$ cat config.mk
export PLATFORM = sky130hd
export DESIGN_NAME = hex_history_display
export DESIGN_NICKNAME = d
export VERILOG_FILES = /design/src/rtl/hex_history_display_pkg.sv /design/src/rtl/hex_history_display_hex7seg.sv /design/src/rtl/hex_history_display.sv
export SDC_FILE = /design/constraint.sdc
export NUM_CORES = 1
export LEC_CHECK = 0
export BUFFER_PORTS_ARGS = -buffer_cell sky130_fd_sc_hd__buf_2
export CAP_MARGIN = 40
export CORE_ASPECT_RATIO = 0.6
export CORE_UTILIZATION = 45
export DETAILED_ROUTE_END_ITERATION = 8
export GPL_ROUTABILITY_DRIVEN = 0
export REMOVE_ABC_BUFFERS = 1
export SKIP_LAST_GASP = 1
export SYNTH_ARGS = -nofsm -noshare
export SYNTH_HDL_FRONTEND = slang
export SYNTH_SLANG_ARGS = --single-unit
$ cat constraint.sdc
create_clock -name clk -period 3.7 [get_ports clk]
set_clock_uncertainty 0.05 [all_clocks]
set_input_delay 0.185 -clock clk [delete_from_list [all_inputs] [get_ports clk]]
set_output_delay 0.185 -clock clk [all_outputs]
set_load 0.02 [all_outputs]
$ cat src/rtl/hex_history_display_pkg.sv
// Shared constants for the hex history display: segment encoding,
// blank pattern and blink FSM state encoding.
package hex_history_display_pkg;

    localparam logic [6:0] SEG_BLANK = 7'h7F;

    typedef enum logic {
        ST_STEADY = 1'b0,
        ST_BLINK  = 1'b1
    } state_t;

    // Active-low {g,f,e,d,c,b,a} pattern for one hex nibble
    function automatic logic [6:0] seg_decode(input logic [3:0] v);
        logic [6:0] s;
        unique case (v)
            4'h0: s = 7'h40;
            4'h1: s = 7'h79;
            4'h2: s = 7'h24;
            4'h3: s = 7'h30;
            4'h4: s = 7'h19;
            4'h5: s = 7'h12;
            4'h6: s = 7'h02;
            4'h7: s = 7'h78;
            4'h8: s = 7'h00;
            4'h9: s = 7'h10;
            4'hA: s = 7'h08;
            4'hB: s = 7'h03;
            4'hC: s = 7'h46;
            4'hD: s = 7'h21;
            4'hE: s = 7'h06;
            4'hF: s = 7'h0E;
            default: s = SEG_BLANK;
        endcase
        return s;
    endfunction

endpackage

$ cat src/rtl/hex_history_display_hex7seg.sv
// Nibble to active-low seven-segment decoder, purely combinational.
// One instance per displayed digit.
module hex7seg
    import hex_history_display_pkg::*;
(
    input  logic [3:0] value,
    output logic [6:0] seg
);

    // Table lookup of the segment pattern
    always_comb begin
        seg = seg_decode(value);
    end

endmodule

$ cat src/rtl/hex_history_display.sv
// Four-digit history of distinct nibble values with a blinking newest
// digit; digits without a captured value stay blank.
module hex_history_display
    import hex_history_display_pkg::*;
#(
    parameter int BLINK_DIV    = 25_000_000,
    parameter int BLINK_HALVES = 4
) (
    input  logic       clk,
    input  logic       rst_n,
    input  logic [3:0] data_in,
    input  logic       clr,
    output logic [6:0] hex0,
    output logic [6:0] hex1,
    output logic [6:0] hex2,
    output logic [6:0] hex3,
    output logic [2:0] depth
);

    localparam int DIV_W = (BLINK_DIV > 1) ? $clog2(BLINK_DIV) : 1;
    localparam int HLV_W = $clog2(BLINK_HALVES + 1);
    localparam logic [DIV_W-1:0] DIV_LAST = DIV_W'(BLINK_DIV - 1);
    localparam logic [HLV_W-1:0] HLV_LAST = HLV_W'(BLINK_HALVES - 1);

    logic [3:0]       last_reg;
    logic [3:0]       hist [4];
    logic [2:0]       depth_reg;
    logic             change;

    state_t           state, state_nxt;
    logic [DIV_W-1:0] div, div_nxt;
    logic [HLV_W-1:0] halves, halves_nxt;
    logic             phase_on, phase_nxt;

    logic [6:0]       seg [4];
    logic [6:0]       digit [4];

    assign change = (data_in != last_reg) && !clr;
    assign depth  = depth_reg;

    // History shift register, last-seen value and fill count
    always_ff @(posedge clk or negedge rst_n) begin
        if (!rst_n) begin
            last_reg  <= 4'h0;
            hist[0]   <= 4'h0;
            hist[1]   <= 4'h0;
            hist[2]   <= 4'h0;
            hist[3]   <= 4'h0;
            depth_reg <= 3'd0;
        end else if (clr) begin
            last_reg  <= data_in;
            hist[0]   <= 4'h0;
            hist[1]   <= 4'h0;
            hist[2]   <= 4'h0;
            hist[3]   <= 4'h0;
            depth_reg <= 3'd0;
        end else if (change) begin
            last_reg  <= data_in;
            hist[0]   <= data_in;
            hist[1]   <= hist[0];
            hist[2]   <= hist[1];
            hist[3]   <= hist[2];
            if (depth_reg != 3'd4) begin
                depth_reg <= depth_reg + 3'd1;
            end
        end
    end

    // Blink FSM state and counter registers
    always_ff @(posedge clk or negedge rst_n) begin
        if (!rst_n) begin
            state    <= ST_STEADY;
            div      <= '0;
            halves   <= '0;
            phase_on <= 1'b1;
        end else begin
            state    <= state_nxt;
            div      <= div_nxt;
            halves   <= halves_nxt;
            phase_on <= phase_nxt;
        end
    end

    // Blink FSM next-state: a change (re)starts blinking, clr stops it
    always_comb begin
        state_nxt  = state;
        div_nxt    = div;
        halves_nxt = halves;
        phase_nxt  = phase_on;
        if (clr) begin
            state_nxt  = ST_STEADY;
            div_nxt    = '0;
            halves_nxt = '0;
            phase_nxt  = 1'b1;
        end else if (change) begin
            state_nxt  = ST_BLINK;
            div_nxt    = '0;
            halves_nxt = '0;
            phase_nxt  = 1'b1;
        end else begin
            case (state)
                ST_BLINK: begin
                    if (div == DIV_LAST) begin
                        div_nxt = '0;
                        if (halves == HLV_LAST) begin
                            state_nxt  = ST_STEADY;
                            halves_nxt = '0;
                            phase_nxt  = 1'b1;
                        end else begin
                            halves_nxt = halves + 1'b1;
                            phase_nxt  = !phase_on;
                        end
                    end else begin
                        div_nxt = div + 1'b1;
                    end
                end
                default: begin
                    state_nxt = ST_STEADY;
                end
            endcase
        end
    end

    for (genvar k = 0; k < 4; k++) begin : g_dec
        hex7seg u_dec (
            .value (hist[k]),
            .seg   (seg[k])
        );
    end

    // Blank digits beyond the fill level, blink only the newest
    always_comb begin
        for (int k = 0; k < 4; k++) begin
            digit[k] = (depth_reg > 3'(k)) ? seg[k] : SEG_BLANK;
        end
        if (state == ST_BLINK && !phase_on) begin
            digit[0] = SEG_BLANK;
        end
    end

    assign hex0 = digit[0];
    assign hex1 = digit[1];
    assign hex2 = digit[2];
    assign hex3 = digit[3];

endmodule

==> flow_summary.ini, run 1 <==
[detailed_routing]
viasPerCell = 5.59
drtAntennaViolNets = 0
post_drt_wl_per_cell_um = 15.6
wirelength_mm = 8.75
drc_errors = 0
first_pass_iters = 5
vias = 3130
dr.first_iter.drc_count = 189

[timing]
finalHoldViolations = 0
setup_ws_ns = 1.30
worst_slew_pin_slew_ns = 0.748
finalCritPeriodShare_pct = 65.0
rsz0062_at_grt = no
slew_violations = 0
setup-tns-final_ns = 0
fmax_mhz = 416
layout_min_cycle_time_ns = 2.40
relSlewSlack_pct = 49.6
setup_viol = 0

[pwr]
total_power_mw = 1.99
intPower_mw = 1.15
seqPwrFrac_pct = 32.9
leakage_nw = 1.62
combPwrFrac_pct = 44.4
p_switching_mw = 0.836
switching_share_pct = 42.1
p_clk_share_pct = 22.7
irDropWorstVdd_mv = 0.207
power.density_nw_per_um2 = 476

[final_layout]
utilization_pct = 52.2
n_antenna_cell = 0
finalInstanceArea_um2 = 4180
drive_above_1_share_pct = 14.8
syn2layout_area_growth_pct = 10.1
largest_register_ffs = 25
nNetsFinal = 488

[run]
maxCapViolations = 0

[critical_path]
slowest_stage = a22oi_1
r2r_cells = 6
cp-start-kind = flop
critical_path_class = reg -> out
r2r-start = div[0]
crit_path_start = depth[1]
critPathMaxStageDelay_ns = 0.56
cp.arrival_ns = 2.17
endpoint = hex0[6]
timing.rr.end = div[20]
cp_data_required_time_ns = 3.46
endpoint_kind = output pin
cp_cell_sequence = inv_1 -> ha_1 -> a22oi_1 -> o311ai_0 -> buf_2
r2r_slack_ns = 1.37
critPathMaxFanout = 7
cp_top_family = compound AO/OA/AOI/OAI gates
crit_buf_inv = 2
worst-path-stages = 5

[place]
preCtsSetupSlack_ns = 1.40
hpwl_mm = 6.24
port_buffers = 37
placed_cell_area_um2 = 4010

[clocking]
cts_resized = 0
cts_tree = built
post-cts-setup-buffers = 0
clockRootBuffer = clkbuf_16
cts_num_sinks = 53
cts_buffer_depth = 2
htree_levels = 2
path_clk_slew_ns = 0.07
cts_made_buffers = 5
clk_latency_ns = 0.29

[yosys]
synth_cell_types = 58
ys_async_sr_fraction_pct = 100
ys_ff_latch = 53
synth_edf_count = 0
synthFlopType = dfrtp_1
yosysTopAreaCell = dfrtp_1
synth.avg_cell_area_um2 = 8.87
syn_area_um2 = 3790
synth_top_area_share_pct = 34.3
yosysWarnings = 0
synthCells = 428
synth_area_leaders = dfrtp_1 (34%), ha_1 (9.9%), nand2_1 (5.6%)
synth_seq_area_share_pct = 35.0

[global_routing]
grt_use_met2_pct = 27.3
grt_pass1_vias = 2804
antenna_found_initial = 0
grt_util_met1_pct = 35.7
grt_pass1_wl_mm = 14.8
gr-max-usage-layer = met1
met3_usage_pct = 3.83
grt_max_degree = 39
grt.overflow.total = 0
track_usage_pct = 21.3

[floorplanning]
coreArea_um2 = 8010
die_h_um = 73.1
die_x_um = 121
start_util_pct = 47.4
rows = 25
io_pins = 38
die_area_um2 = 8820

[run_status]
status = finished clean

[min_path]
min_path_cells = 1
min_path_type = in -> reg
## per-stage QoR
step / hold WS, ns / cells
3_5_place_dp: 0.0767 / 549
3_3_place_gp: 0.0696 / 548
6_report: 0.00969 / 560
4_1_cts: 0.00286 / 560
2_1_floorplan: -0.161 / 400
5_1_grt: 0.00164 / 560
## cells in the final DEF, fill, tap and decap left out, types with 5 or more instances in the layout
| cell type | n |
|---|---|
| o21ai_0 | 16 |
| nand2_1 | 57 |
| inv_1 | 26 |
| dfrtp_1 | 52 |
| nand4_1 | 9 |
| o311ai_0 | 11 |
| o211ai_1 | 17 |
| and4_1 | 6 |
| ha_1 | 30 |
| xnor2_1 | 15 |
| clkbuf_16 | 5 |
| a21o_1 | 6 |
| a31oi_1 | 9 |
| a21oi_1 | 26 |
| nor2_1 | 24 |
| nand3_1 | 20 |
| nand2b_1 | 12 |
| buf_2 | 37 |
| mux2i_1 | 10 |
## area by class of cell
| cell class | count | area, µm² |
|---|---|---|
| fill | 763 | 3830 |
| timing repair buffer | 44 | 245 |
| sequential | 53 | 1330 |
| clock buffer | 7 | 133 |
| tap | 108 | 135 |
| inverter | 26 | 97.6 |
| multi-input combinational | 321 | 2230 |
| clock inverter | 1 | 5.00 |
## power groups by stage
stage	sequential [mW]	clock [mW]	combinational, mW
floorplan	0.669	0	0.564
global placement	0.662	0	0.876
detailed placement	0.664	0	0.883
CTS	0.652	0.470	0.888
global route	0.658	0.494	0.956
finish	0.653	0.452	0.881
## layer usage
metal / vias up / share of wire [%]
met4: 0 / 0.72
li1: 1575 / -
met5: - / 0
met2: 71 / 38
met3: 8 / 4.4
met1: 1476 / 57
## how the worst min path moves through the flow
stage / from / endpoint / slack [ns]
floorplan: rst_n / depth[0] / -0.16
CTS: data_in[3] / last_reg[3] / 0.003
global route: data_in[3] / last_reg[3] / 0.002
detailed placement: rst_n / hist[14] / 0.08
global placement: rst_n / last_reg[0] / 0.07
finish: data_in[3] / last_reg[3] / 0.01
## cell families (layout without fill, tap and decap cells)
family | Yosys count | in the layout | share of synthesized area [%]
buf+inv | 54 | 78 | 6.17
compound gates | 103 | 103 | 18.3
mux | 14 | 14 | 5.01
xor+xnor | 18 | 18 | 4.15
fa+ha+maj | 30 | 30 | 9.89
simple gates | 156 | 156 | 21.5
flops | 53 | 53 | 35.0
## Yosys cell counts (all sizes together), types with 2 or more instances
library cell  number
nand2             57
dfrtp             52
ha                30
a21oi             26
inv               26
nor2              25
clkbuf            22
nand3             21
o211ai            17
o21ai             16
xnor2             15
nand2b            12
o311ai            11
a31oi             10
mux2i             10
nand4              9
and4               7
a21o               6
and2               6
buf                6
and3               5
a211oi             4
mux4               4
or3                3
xor2               3
a22oi              2
nor3b              2
o21a               2
## what timing repair did
action | in CTS | in global routing
endpoints found under the setup margin | 0 | 0
endpoints found under the hold margin | 17 | 0
hold buffers | 3 | 0
Power figures use the tool's default switching activity.
==> inputs of run 2 (changes only) <==
==> constraint.sdc (replaced) <==
create_clock -name clk -period 2.4 [get_ports clk]
set_clock_uncertainty 0.05 [all_clocks]
set_input_delay 0.12 -clock clk [delete_from_list [all_inputs] [get_ports clk]]
set_output_delay 0.12 -clock clk [all_outputs]
set_load 0.02 [all_outputs]
==> run 2 against run 1 <==
Effect of this change: global-route usage grew 0.80 points; count of clock-buffer cells in the layout unchanged; power up 64%; cell area up 4.2%; sequential power increased by 53%; critical path depth rose by 1; non-clock buffer count increased by 14; die area unchanged; first-iteration DRC count decreased by 2.1%; largest cell class unchanged; highest routed layer unchanged.
==> flow_summary.ini, run 2 (synthesized netlist as in run 1, its figures left out) <==
[run_status]
status = finished clean

[critical_path]
cp_cell_sequence = inv_2 -> ha_1 -> inv_1 -> mux4_2 -> or3_1 -> buf_2
r2r_slack_ns = 0.20
critPathMaxStageDelay_ns = 0.43
cp_top_family = flip-flops
r2r_cells = 6
endpoint_kind = output pin
worst-path-stages = 6
cp_data_required_time_ns = 2.23
cp-start-kind = flop
critPathMaxFanout = 6
critical_path_class = reg -> out
crit_buf_inv = 3
timing.rr.end = div[22]
cp.arrival_ns = 2.12
r2r-start = div[15]
slowest_stage = dfrtp_1

[detailed_routing]
dr.first_iter.drc_count = 185
wirelength_mm = 9.04
first_pass_iters = 6
post_drt_wl_per_cell_um = 15.8
viasPerCell = 5.62
vias = 3227
drtAntennaViolNets = 0
drc_errors = 0

[final_layout]
layout_common_cells = nand2_1 (57), dfrtp_1 (51), buf_2 (37)
syn2layout_area_growth_pct = 14.7
multiInputGateArea_um2 = 2240
ff_latch_area_um2 = 1330
drive_above_1_share_pct = 17.8
largest_register_ffs = 25
n_antenna_cell = 0
stdcell_count = 574
nNetsFinal = 502
utilization_pct = 54.4
fillers = 732
final_common_cell = nand2_1

[global_routing]
grt_pass1_wl_mm = 15.1
grt.overflow.total = 0
antenna_found_initial = 0
track_usage_pct = 22.1
grt_pass1_vias = 2947
grt_max_degree = 54

[min_path]
min_from = clr
min_path_cells = 2
min_path_type = in -> reg
min_to = hist[14]

[place]
preCtsSetupSlack_ns = 0.216
hpwl_mm = 6.45
dp_cells = 560
port_buffers = 37

[timing]
finalHoldViolations = 0
rsz0062_at_grt = no
setup_ws_ns = 0.115
setup-tns-final_ns = 0
relSlewSlack_pct = 46.8
slew_violations = 0
worst_slew_pin_slew_ns = 0.795
fmax_mhz = 438
finalCritPeriodShare_pct = 95.2
setup_viol = 0
layout_min_cycle_time_ns = 2.29

[floorplanning]
die_x_um = 121
io_pins = 38
die_area_um2 = 8820
start_util_pct = 47.4
coreArea_um2 = 8010
rows = 25
die_h_um = 73.1

[pwr]
leakage_nw = 1.71
irDropWorstVdd_mv = 0.475
total_power_mw = 3.26
power.density_nw_per_um2 = 749

[clocking]
cts_tree = built
cts_made_buffers = 5
cts_num_sinks = 53
clk_latency_ns = 0.30
cts_buffer_depth = 2
path_clk_slew_ns = 0.07
htree_levels = 2
clockRootBuffer = clkbuf_16

[run]
maxCapViolations = 0
[run 2: stage by stage]
stage	instance area, µm²	hold slack (ns)
after floorplan	3660	-0.226
after global placement	4120	0.223
after detailed placement	4120	0.228
after CTS	4340	0.00913
after global routing	4350	0.0183
final	4350	0.0177
[run 2: layout make-up]
cell class,instances,area share (%)
Timing Repair Buffer,58,8.74
Clock inverter,1,0.690
Inverter,26,2.24
Clock buffer,7,3.28
Sequential cell,53,30.5
Multi-Input combinational cell,321,51.4
Tap cell,108,3.10
[run 2: what timing repair did]
| action | 4_1_cts | 5_1_grt |
|---|---|---|
| resized for setup | 0 | 3 |
| hold buffers | 5 | 0 |
| setup buffers | 0 | 1 |
| setup endpoints to repair | 0 | 3 |
| endpoints found under the hold margin | 56 | 0 |
[run 2: worst max path at each step]
stage | slack [ns] | from | end
final | 0.11 | hist[0] | hex3[3]
after global routing | 0.02 | hist[0] | hex3[3]
after CTS | 0.05 | hist[1] | hex3[3]
after detailed placement | 0.22 | div[15] | div[22]
after global placement | 0.25 | div[15] | div[22]
after floorplan | -0.004 | last_reg[2] | div[20]
[run 2: metal layers]
metal,track usage (%),up-vias,part of all wire (%)
met5,0,-,0
met4,7.82,0,1.6
met3,3.75,12,5.6
met2,29.6,78,40
met1,34.9,1541,53
li1,-,1596,-
[run 2: power breakdown]
part | leakage, nW | switching [mW] | internal [mW]
registers | 0.714 | 0.0689 | 0.933
clock network | 0.0841 | 0.326 | 0.522
logic | 0.914 | 0.921 | 0.490
total | 1.71 | 1.32 | 1.94
